[config.mk]
export PLATFORM = sky130hd
export DESIGN_NAME = imem_fetch_ctrl
export DESIGN_NICKNAME = d
export VERILOG_FILES = /design/src/rtl/imem_fetch_ctrl.sv
export SDC_FILE = /design/constraint.sdc
export NUM_CORES = 1
export LEC_CHECK = 0
export BUFFER_PORTS_ARGS = -buffer_cell sky130_fd_sc_hd__buf_2
export CAP_MARGIN = 25
export CORE_ASPECT_RATIO = 1.4
export CORE_UTILIZATION = 55
export DETAILED_ROUTE_END_ITERATION = 8
export MAX_ROUTING_LAYER = met4
export PLACE_DENSITY = 0.86
export SYNTH_ARGS = -nofsm -noshare
export SYNTH_HDL_FRONTEND = slang
export SYNTH_SLANG_ARGS = --single-unit
[constraint.sdc]
create_clock -name clk -period 10.3 [get_ports clk]
set_input_delay 3.09 -clock clk [delete_from_list [all_inputs] [get_ports clk]]
set_output_delay 3.09 -clock clk [all_outputs]
set_load 0.05 [all_outputs]
[src/rtl/imem_fetch_ctrl.sv]
// Instruction fetch sequencer: drives the instruction memory PC and holds the
// returned word in a one-entry valid/ready slot. Illegal redirects trap to a sticky fault.
module imem_fetch_ctrl #(
  parameter int N         = 32,
  parameter int MEM_BYTES = 32,
  parameter int RESET_PC  = 0
) (
  input  logic         clk,
  input  logic         reset,
  input  logic         load_done,
  output logic [N-1:0] pc_out,
  input  logic [N-1:0] inst_code,
  output logic         if_valid,
  input  logic         if_ready,
  output logic [N-1:0] if_inst,
  output logic [N-1:0] if_pc,
  input  logic         redirect_valid,
  input  logic [N-1:0] redirect_pc,
  output logic         fault,
  output logic [N-1:0] fault_pc
);

  localparam logic [N-1:0] LAST_PC  = N'(MEM_BYTES - 4);
  localparam logic [N-1:0] START_PC = N'(RESET_PC);

  typedef enum logic [1:0] {IDLE, RUN, FAULT} state_t;

  state_t       state;
  logic [N-1:0] next_pc;
  logic         redirect_legal;
  logic         slot_free;

  // The PC only ever holds legal word addresses, so wrapping at the last word is enough.
  assign next_pc        = (pc_out == LAST_PC) ? '0 : pc_out + N'(4);
  assign redirect_legal = (redirect_pc[1:0] == 2'b00) && (redirect_pc <= LAST_PC);
  assign slot_free      = !if_valid || if_ready;

  always_ff @(posedge clk or posedge reset) begin
    if (reset) begin
      state    <= IDLE;
      pc_out   <= START_PC;
      if_valid <= 1'b0;
      if_inst  <= '0;
      if_pc    <= '0;
      fault    <= 1'b0;
      fault_pc <= '0;
    end else begin
      case (state)
        IDLE: begin
          if (load_done) state <= RUN;
        end
        RUN: begin
          // A redirect beats everything, including a pending handshake.
          if (redirect_valid) begin
            if_valid <= 1'b0;
            if (redirect_legal) begin
              pc_out <= redirect_pc;
            end else begin
              state    <= FAULT;
              fault    <= 1'b1;
              fault_pc <= redirect_pc;
            end
          end else if (slot_free) begin
            if_inst  <= inst_code;
            if_pc    <= pc_out;
            if_valid <= 1'b1;
            pc_out   <= next_pc;
          end
        end
        FAULT: begin
          if_valid <= 1'b0;
        end
        default: begin
          state <= IDLE;
        end
      endcase
    end
  end

endmodule

### Word-level counts from Yosys, hierarchy flattened

Cells that the tools add are included.

* magnitude comparators: 1
* equality and inequality tests: 8
* shift-type cells: 0
* $add $sub $neg: 1
* bitwise operators: 3
* reduce and logical (&&, ||, !) cells: 12
* $mul: 0
* mux-type cells: 11
* divide/modulo/power cells: 0

Operators by type and width (number)
* $mux W32: 4
* $add A32 B3 Y32 const B: 1
* $eq A32 B5 Y1 const B: 1
* $le A32 B5 Y1 const B: 1
* $reduce_and A3 Y1: 3
* $mux W2: 3
* $ne A2 B2 Y1 const B: 3
* $pmux W2 S3: 1
* $logic_not A2 Y1: 2
* $reduce_and A4 Y1: 1
* $reduce_bool A2 Y1: 2
* $ne A3 B3 Y1 const B: 1
* $not A1 Y1: 3
* $eq A2 B1 Y1 const B: 1
* $eq A2 B2 Y1 const B: 1
* $mux W1: 2
* $ne A2 B1 Y1 const B: 1
* $pmux W1 S2: 1
* $reduce_and A2 Y1: 1
* $logic_and A1 B1 Y1: 1
* $logic_not A1 Y1: 1
* $logic_or A1 B1 Y1: 1

* input port bits: 69
* logic and storage cells: 43
* output and inout bits: 130
* bits in registers: 132
* memory bits (writable): 0
* bits in latches: 0
* memories: 0
* memory bits (read-only): 0

### Depth between registers and ports, before layout

Gate-level depths: netlist (run 1).

* depth in word-level cells: 5
* depth in mapped cells: 7

### Worst setup path after synthesis (run 1)

OpenSTA, ideal clock, no wires.

* kind: input to register
* from: in redirect_pc[1]
* to: reg fault_pc[10]
* slack: 5257 ps
* stages: 6
* path buffers: 1
* data arrival time: 4918 ps
* required time: 10175 ps
* setup time: 125 ps
* path through: or4_4 -> or3_1 -> or3_4 -> nand3_4 -> buf_12 -> mux2_4

* word-level cells in the longest chain between the ends: 4
* elaborated cells on any way between the ends: 5
* those cells by class: order compare (1); bitwise (1); reduce/logical (3)

Ends and longest elaborated chain
* from (decl): RTL line 18 `input logic [N-1:0] redirect_pc,`
* $le A32 B5 Y1 / $logic_not A2 Y1 (equally long branches): RTL line 35 `assign redirect_legal = (redirect_pc[1:0] == 2'b00) && (redirect_pc <= LAST_PC);`
* $logic_and A1 B1 Y1 *: RTL line 35
* $not A1 Y1 (no line) *
* $reduce_and A3 Y1 (no line) *
* to (signal assigned): RTL line 61 `fault_pc <= redirect_pc;`
* to (decl): RTL line 20 `output logic [N-1:0] fault_pc`

Mark *: on every way between the ends. The rest lies on a longest branch, timed or not.
A chain may end at the register's enable or synchronous reset.

### Worst setup path in the final report (run 1)

* from: in redirect_pc[18]
* to: reg pc_out[6]

* word-level cells in the longest chain between the ends: 4

Ends and longest elaborated chain
* $le A32 B5 Y1: RTL line 35
* $logic_and A1 B1 Y1: RTL line 35
* $ne A2 B1 Y1 (no line)
* $reduce_and A3 Y1 (no line)
* to (signal assigned): RTL line 57 `pc_out <= redirect_pc;`
* to (signal assigned): RTL line 67 `pc_out <= next_pc;`
* to (decl): RTL line 11 `output logic [N-1:0] pc_out,`

No other way between the ends.

==> out/results.tsv, run 1 <==
metric	value	unit
Max Clock Skew	0.00679	ns
TritonCTS clock tree	built	
Reg power frac	0.317	
Worst-Margin Slew	0.894	ns
Finish-stage setup viols	0	
layout cells sized above 1	0.504	
area added between synthesis and finish	27.5	%
buffers added on ports	198	
Top delay family on crit path	simple AND/OR/NAND/NOR gates	
Placed Instances	776	
RSZ-0062 raised after global routing	no	
Final Net Count	728	
vias per inst	6.02	
CP bufs+invs	1	
fin crit period	5.42	ns
worst-path cell chain	buf_2 -> nor4_1 -> nand4_1 -> o41a_1 -> nor3_2 -> a22o_1	
diode count	0	
Detailed Route WL	15100	um
DRT Pass-1 Iters	5	
via count	4873	
Req. time, crit path	10.65	ns
maxcap violations	0	
FF+latch count, synth	132	
post-DP HPWL	10300	um
status	finished, final reports clean	
Peak VDD IR	0.234	mV
setup TNS	0	ns
post-CTS resize count	0	
Vert. Die Dim	125	um
ys async rst share	1.00	
sequential share of the synthesized area	0.553	
Synth cell types	51	
TritonCTS Buffers	17	
CTS sink cnt	132	
Max Slew Vio Count	0	
Arr. time, crit path	5.77	ns
Non-Filler Instances	809	
fillers	691	
final hold viol count	0	
Starting Density	0.571	
initial drt markers	354	
cell count after synthesis	463	
most common cell after layout, fill and taps aside	buf_2	
Mean Syn Cell Area	12.9	sq um
synth warn	0	
EDFF count, synth	0	
Netlist Area Pre-Place	5970	sq um
Core Area	10500	sq um
# rows	44	
I/O Pins	199	
GR Util All Layers	0.282	
die span in x	90.1	um
Clock Root Buffer	clkbuf_16	
first-pass GRT wire length	24200	um
most frequent cells in the layout	198 x buf_2, 132 x dfrtp_1, 67 x mux2_2	
power per cell area	335	nW/um^2
Synth Flop Type	dfrtp_1	
gr ovfl total	0	
Critical Path Start Type	primary input	
Post-Synthesis Net Count	533	
path type of the worst setup path	primary input to flop	
Leakage	0.00383	uW
initial antenna violation count	0	
vias in the first global route	4925	
max incr delay on CP	0.81	ns
Worst-Skew Late Latency	0.42	ns
ANT nets after route	0	
Clock power frac	0.227	
Slowest-stage cell, CP	nor3_2	
Die ar.	11300	sq um
Switching Share	0.456	
Psw	1170	uW
cts hold-fix bufs	0	
largest net degree at the start of global routing	89	
Routed WL per cell	18.7	um
Worst-path clk slew	0.06	ns
Crit. End Element	flop	
crit path max fanout	15	
CTS Buffer Depth	2	
H-tree depth	4	
Int Power	1390	uW
DRC	0	
post-CTS setup buffer count	0	
slew margin rel.	0.400	
combinational fraction of design power	0.456	
Hold Path Class	flop to flop	
Final period util	0.527	
Max Fclk	184	MHz
RD Place Congestion	0.911	
## power by group through the flow
| stage | combinational, uW | sequential (uW) | clock (uW) |
|---|---|---|---|
| finish | 1170 | 809 | 581 |
| global route | 1210 | 831 | 610 |
| CTS | 1170 | 807 | 589 |
| detailed placement | 1160 | 810 | 0 |
| global placement | 1140 | 798 | 0 |
| floorplan | 354 | 1360 | 0 |
## metal layers
layer  vias to the layer above  track usage  wire length [um]
met2                       278        0.469              7680
met1                      2411        0.328              5980
met3                        46       0.0639              1100
met4                         0        0.122               382
met5                         -            -                 0
li1                       2138            -                 -
## worst paths after layout
kind	startpoint	endpoint	slack, ns	cells past startpoint
min	fault	fault	0.48	1
max in group asynchronous	reset	pc_out[17]	6.92	3
min reg2reg	fault	fault	0.48	1
min in group asynchronous	reset	fault_pc[7]	2.59	2
max	redirect_pc[18]	pc_out[6]	4.88	6
max reg2reg	state[1]	pc_out[20]	7.42	6
## layout make-up
cell class	instances	area, sq um	share of cell area
clock buffer	19	443	0.0581
clock inverter	13	133	0.0174
inverter	13	51.3	0.00673
multi-input combinational	292	2470	0.325
sequential	132	3300	0.434
tap	138	173	0.0227
timing repair buffer	202	1040	0.137
## cell families (layout without fill, tap and decap cells)
| family | after synthesis | after routing | synth area share |
|---|---|---|---|
| buffers and inverters | 39 | 247 | 0.0341 |
| AND/OR/NAND/NOR | 130 | 130 | 0.126 |
| adder cells (fa/ha/maj) | 1 | 1 | 0.00209 |
| flip-flops | 132 | 132 | 0.553 |
| AO/OA/AOI/OAI | 62 | 62 | 0.0817 |
| multiplexers | 96 | 96 | 0.198 |
| XOR/XNOR | 3 | 3 | 0.00440 |
## through the flow
step | power (uW) | area (sq um) | setup slack, ns | hold slack (ns) | utilization
3_3_place_gp | 1940 | 7010 | 4.70 | 0.447 | 0.671
3_5_place_dp | 1970 | 7010 | 4.55 | 0.462 | 0.671
2_1_floorplan | 1720 | 5970 | 3.68 | 0.477 | -
5_1_grt | 2650 | 7620 | 4.78 | 0.514 | 0.728
4_1_cts | 2560 | 7590 | 4.91 | 0.478 | 0.726
6_report | 2560 | 7620 | 4.88 | 0.476 | 0.728
## synthesized netlist by cell type (all sizes together), types with 4 or more instances
master / n / area [sq um]
and3: 10 / 62.6
nor4: 16 / 106
nor3: 6 / 35.0
or3: 4 / 30.0
clkbuf: 16 / 60.1
o21ai: 14 / 70.1
nand4: 14 / 87.6
buf: 10 / 95.1
a22o: 5 / 43.8
and4: 5 / 43.8
inv: 13 / 48.8
dfrtp: 132 / 3300
nor2: 20 / 75.1
a221o: 11 / 110
or4: 4 / 33.8
mux2: 95 / 1170
nand2: 19 / 71.3
nand3: 18 / 103
o211ai: 9 / 67.6
a211oi: 5 / 37.5
## flip-flops by register name, summed over array words and instances, names as in the netlist
register  count
state         2
pc_out       32
fault         1
if_inst      32
fault_pc     32
if_pc        32
if_valid      1
No activity file was read; power rests on OpenSTA's default activity.
==> run 2: changes to the inputs <==
Settings changed: CORE_UTILIZATION 55 to 46, PLACE_DENSITY 0.86 to 0.77.
Clock period 10.3 ns to 4.6 ns, I/O delays scaled along.
==> run 2 against run 1 <==
Net effect:
- the run now ends with DRC left
- clock skew increased by 0.017 ns
- die area up 19%
- sequential power grew 120%
- non-clock buffer count is 2 higher
- clock-buffer cell count is 2 lower
- critical path depth rose by 1
- setup slack got worse by 3.8 ns
- first-iteration DRC count decreased by 9.9%
- core utilization is 11 points lower
- register-to-register slack worse by 5.4 ns
- global-route usage down 3.6 points
- combinational power rose by 120%
==> out/results.tsv, run 2 (same netlist as run 1, synthesis figures left out) <==
metric	value	unit	change
DRC	21		+21
cts hold-fix bufs	0		unchanged
Crit. End Element	flop		
Hold Path Depth	1		unchanged
final hold viol count	0		unchanged
first-pass GRT wire length	24800	um	+2.5%
post-DP HPWL	10700	um	+3.4%
status	complete, but fails checks		
r2r endpoint	pc_out[15]		
hold path start	fault		
ANT nets after route	0		unchanged
die span in x	98.3	um	+9.1%
H-tree depth	4		unchanged
initial antenna violation count	0		unchanged
Hold Path Sink	fault		
TritonCTS clock tree	built		
diode count	0		unchanged
Worst-Margin Slew	0.904	ns	+0.0101 ns
post-CTS setup buffer count	0		unchanged
Die ar.	13500	sq um	+19%
power per cell area	750	nW/um^2	+120%
dpl ws	0.673	ns	-3.88 ns
Detailed Route WL	15300	um	+1.1%
Clock Root Buffer	clkbuf_16		
Slowest-stage cell, CP	o41a_1		
layout cells sized above 1	0.506		+0.00223
Max Clock Skew	0.0235	ns	+0.0167 ns
Worst-Skew Late Latency	0.42	ns	about the same
Reg2Reg Depth	7		+1
Max Fclk	285	MHz	
Critical Path Start Type	primary input		
Worst-path clk slew	0.06	ns	about the same
crit path max fanout	15		unchanged
GR Util All Layers	0.247		-0.0356
Final Net Count	730		+0.27%
fin crit period	3.50	ns	
worst-path cell chain	buf_2 -> nor4_1 -> nand4_1 -> o41a_1 -> nor3_2 -> buf_4 -> a221o_1		
DRT Pass-1 Iters	9		+4
RSZ-0062 raised after global routing	no		
most common cell after layout, fill and taps aside	buf_2		
Starting Density	0.478		-0.0929
Leakage	0.00384	uW	+0.21%
path type of the worst setup path	primary input to flop		
TritonCTS Buffers	17		unchanged
Reg2Reg Setup Slack	2.03	ns	-5.39 ns
post-CTS resize count	0		unchanged
# rows	48		+9.1%
largest net degree at the start of global routing	90		+1.1%
Worst setup startpoint	redirect_pc[18]		
violated checks	DRC		
initial drt markers	319		-9.9%
Finish-stage setup viols	0		unchanged
Vert. Die Dim	137	um	+9.2%
RD Place Congestion	0.913		+0.24%
area added between synthesis and finish	28.6	%	
Req. time, crit path	4.95	ns	-5.70 ns
CTS Buffer Depth	2		unchanged
Max Slew Vio Count	0		unchanged
worst reg2reg startpoint	pc_out[2]		
gr ovfl total	0		unchanged
setup TNS	0	ns	unchanged
CTS sink cnt	132		unchanged
buffers added on ports	198		unchanged
vias per inst	5.73		-4.8%
I/O Pins	199		unchanged
Hold Path Class	flop to flop		
Peak VDD IR	0.438	mV	+88%
Routed WL per cell	18.6	um	-0.50%
Core Area	12500	sq um	+19%
maxcap violations	0		unchanged
vias in the first global route	4780		-2.9%
max incr delay on CP	0.71	ns	-0.10 ns
slew margin rel.	0.397		-0.00345
most frequent cells in the layout	198 x buf_2, 132 x dfrtp_1, 67 x mux2_2		
post-route setup slack	1.10	ns	-3.78 ns
Final period util	0.762		
via count	4713		-3.3%
Arr. time, crit path	3.85	ns	-1.92 ns
==> run 2: changes by cell type in the layout (fill, tap and decap cells not counted) <==
cell	delta
clkinv_2	-1
clkinvlp_4	+3
clkbuf_1	-1
inv_4	-1
buf_16	-1
bufinv_16	+1
clkbuf_8	-1
buf_12	+3
inv_6	-1
==> run 2: power by group <==
group | total [uW] | switching (uW) | leakage (uW) | internal (uW)
Combinational | 2610 | 1830 | 0.00190 | 774
Clock | 1350 | 504 | 0.000273 | 843
Sequential | 1810 | 271 | 0.00167 | 1540
Total | 5760 | 2610 | 0.00384 | 3160
==> run 2: routing by layer <==
| layer | up-vias | share of wire | global-route usage |
|---|---|---|---|
| met5 | - | 0 | - |
| met2 | 240 | 0.49 | 0.399 |
| li1 | 2131 | - | - |
| met1 | 2307 | 0.41 | 0.296 |
| met3 | 35 | 0.072 | 0.0577 |
| met4 | 0 | 0.028 | 0.109 |
==> run 2: critical path: cells and delay by family <==
kind | cells | cell delay [ns]
buf+inv | 2 | 0.35
compound gates | 2 | 0.89
simple gates | 3 | 1.22
==> run 2: how the worst max path moves through the flow <==
stage          cells after the start      endpoint  slack (ns)
2_1_floorplan                      6  fault_pc[10]        1.27
3_3_place_gp                       6  fault_pc[31]        0.84
5_1_grt                            7    pc_out[15]        1.02
4_1_cts                            6  fault_pc[29]        1.11
6_report                           7    pc_out[15]        1.10
3_5_place_dp                       6  fault_pc[29]        0.67
==> run 2: area by class of cell <==
cell class | instances | area (sq um)
inverters | 13 | 52.6
well taps | 150 | 188
clock inverters | 14 | 164
fillers | 1002 | 4810
clock buffers | 17 | 425
multi-input cells | 292 | 2470
flip-flops and latches | 132 | 3300
repair buffers | 204 | 1070
==> run 2: per-stage QoR <==
stage           util  total power, uW  instances  hold WS, ns  area (sq um)
2_1_floorplan      -             3840        463        0.477          5980
3_3_place_gp   0.566             4370        790        0.449          7070
3_5_place_dp   0.566             4430        790        0.462          7070
4_1_cts        0.613             5800        821        0.476          7660
5_1_grt        0.615             6010        822        0.489          7680
6_report       0.615             5760        822        0.474          7680
==> run 3: changes to the inputs <==
Settings changed: CORE_UTILIZATION 46 to 51, PLACE_DENSITY 0.77 to 0.81.
Clock period 4.6 ns to 3.4 ns, I/O delays scaled along.
==> run 3 against run 2 <==
Net effect:
- the flow now finishes without violations
- critical path depth stayed put
- critical path type unchanged
- hold slack barely moved
- combinational power is 37% higher
- routed wire length decreased by 0.46%
- core utilization grew 6.7 points
- die area shrank 9.6%
- setup slack got worse by 0.56 ns
- clock skew down 0.016 ns
- sequential cell count is the same
==> out/results.tsv, run 3 (same netlist as run 1, synthesis figures left out) <==
metric	value	unit	change
cts hold-fix bufs	0		unchanged
via count	4806		+2.0%
Worst-Margin Slew	0.819	ns	-0.0856 ns
path type of the worst setup path	primary input to flop		
Routed WL per cell	18.5	um	-0.71%
post-CTS setup buffer count	0		unchanged
hold path start	fault		
GR Layer Usage met2	0.452		+0.0525
Finish-stage setup viols	0		unchanged
maxcap violations	0		unchanged
post-DP HPWL	10700	um	+0.37%
worst reg2reg startpoint	pc_out[11]		
Final period util	0.843		
Placed Instances	792		+0.25%
Vert. Die Dim	130	um	-5.0%
Non-Filler Instances	824		+0.24%
CTS Buffer Depth	2		unchanged
TritonCTS clock tree	built		
Req. time, crit path	3.69	ns	-1.26 ns
fin crit period	2.87	ns	
area added between synthesis and finish	30.1	%	
power per cell area	1020	nW/um^2	+36%
Core Area	11400	sq um	-8.8%
ANT nets after route	0		unchanged
Starting Density	0.524		+0.0460
Reg2Reg Depth	5		-2
Arr. time, crit path	3.16	ns	-0.69 ns
layout cells sized above 1	0.510		+0.00434
Peak VDD IR	0.704	mV	+61%
Reg2Reg Setup Slack	0.96	ns	-1.07 ns
H-tree depth	4		unchanged
RSZ-0062 raised after global routing	no		
Max Clock Skew	0.00764	ns	-0.0159 ns
met1 usage	0.318		+0.0219
Worst-path clk slew	0.06	ns	about the same
buffers added on ports	198		unchanged
CTS sink cnt	132		unchanged
post-CTS resize count	0		unchanged
DRT Pass-1 Iters	5		-4
Hold Path Class	flop to flop		
post-route setup slack	0.533	ns	-0.563 ns
I/O Pins	199		unchanged
Worst-Skew Late Latency	0.41	ns	about the same
Tot Pwr	7950	uW	+38%
RD Place Congestion	0.877		-4.0%
# rows	46		-4.2%
vias per inst	5.83		+1.7%
grt peak-use layer	met2		
initial antenna violation count	0		unchanged
vias in the first global route	4881		+2.1%
largest net degree at the start of global routing	121		+34%
Die ar.	12200	sq um	-9.6%
Max Fclk	349	MHz	
Worst setup startpoint	redirect_pc[1]		
GR Util All Layers	0.269		+0.0227
most common cell after layout, fill and taps aside	buf_2		
slew margin rel.	0.453		+0.0559
crit path max fanout	15		unchanged
Hold Path Sink	fault		
final hold viol count	0		unchanged
r2r endpoint	pc_out[19]		
die span in x	93.5	um	-4.9%
status	finished, final reports clean		
gr ovfl total	0		unchanged
Detailed Route WL	15200	um	-0.46%
Hold Path Depth	1		unchanged
Max Slew Vio Count	0		unchanged
initial drt markers	292		-8.5%
Crit. End Element	flop		
TritonCTS Buffers	17		unchanged
most frequent cells in the layout	198 x buf_2, 132 x dfrtp_1, 67 x mux2_2		
diode count	0		unchanged
Critical Path Start Type	primary input		
setup TNS	0	ns	unchanged
M3 GR Usage	0.0554		-0.00235
Clock Root Buffer	clkbuf_16		
DRC	0		-100%
first-pass GRT wire length	24300	um	-2.0%
dpl ws	0.120	ns	-0.554 ns
Final Net Count	737		+0.96%
Leakage	0.00391	uW	+1.8%
## run 3: cell types whose count changed in the layout (fill, tap and decap cells not counted), sizes merged
cell	change
clkbuf	+3
bufinv	+1
clkinvlp	-3
buf	+7
## run 3: metrics by stage
step / hold WS, ns / cell area, sq um / utilization
2_1_floorplan: 0.477 / 5980 / -
3_3_place_gp: 0.446 / 7140 / 0.626
3_5_place_dp: 0.463 / 7140 / 0.626
4_1_cts: 0.481 / 7770 / 0.682
5_1_grt: 0.494 / 7770 / 0.682
6_report: 0.474 / 7770 / 0.682
## run 3: how the worst max path moves through the flow
stage              endpoint  slack, ns  cells past startpoint
5_1_grt          pc_out[15]       0.51                      7
3_5_place_dp   fault_pc[28]       0.12                      7
2_1_floorplan  fault_pc[10]       0.43                      6
3_3_place_gp   fault_pc[30]       0.18                      7
4_1_cts        fault_pc[30]       0.56                      7
6_report       fault_pc[11]       0.53                      7
## run 3: layout make-up
| class | instances | area, sq um |
|---|---|---|
| fill | 838 | 3620 |
| clock buffer | 20 | 457 |
| sequential | 132 | 3300 |
| multi-input combinational | 292 | 2470 |
| timing repair buffer | 211 | 1130 |
| inverter | 13 | 52.6 |
| clock inverter | 12 | 179 |
| tap | 144 | 180 |
## run 3: worst max-delay path: stages
cell     delay (ns)
buf_2          0.11
or4_4          0.58
or3_1          0.36
or3_4          0.37
nand3_4        0.20
buf_12         0.20
mux2_4         0.32
## run 3: power by group
group          switching [uW]  internal, uW  leakage [uW]
registers                 361          2080       0.00167
logic                    2500          1070       0.00193
clock network             678          1270      0.000302
## run 3: per-layer routing
layer | vias up | part of all wire
met2 | 257 | 0.51
li1 | 2146 | -
met5 | - | 0
met4 | 0 | 0.025
met1 | 2369 | 0.40
met3 | 34 | 0.068
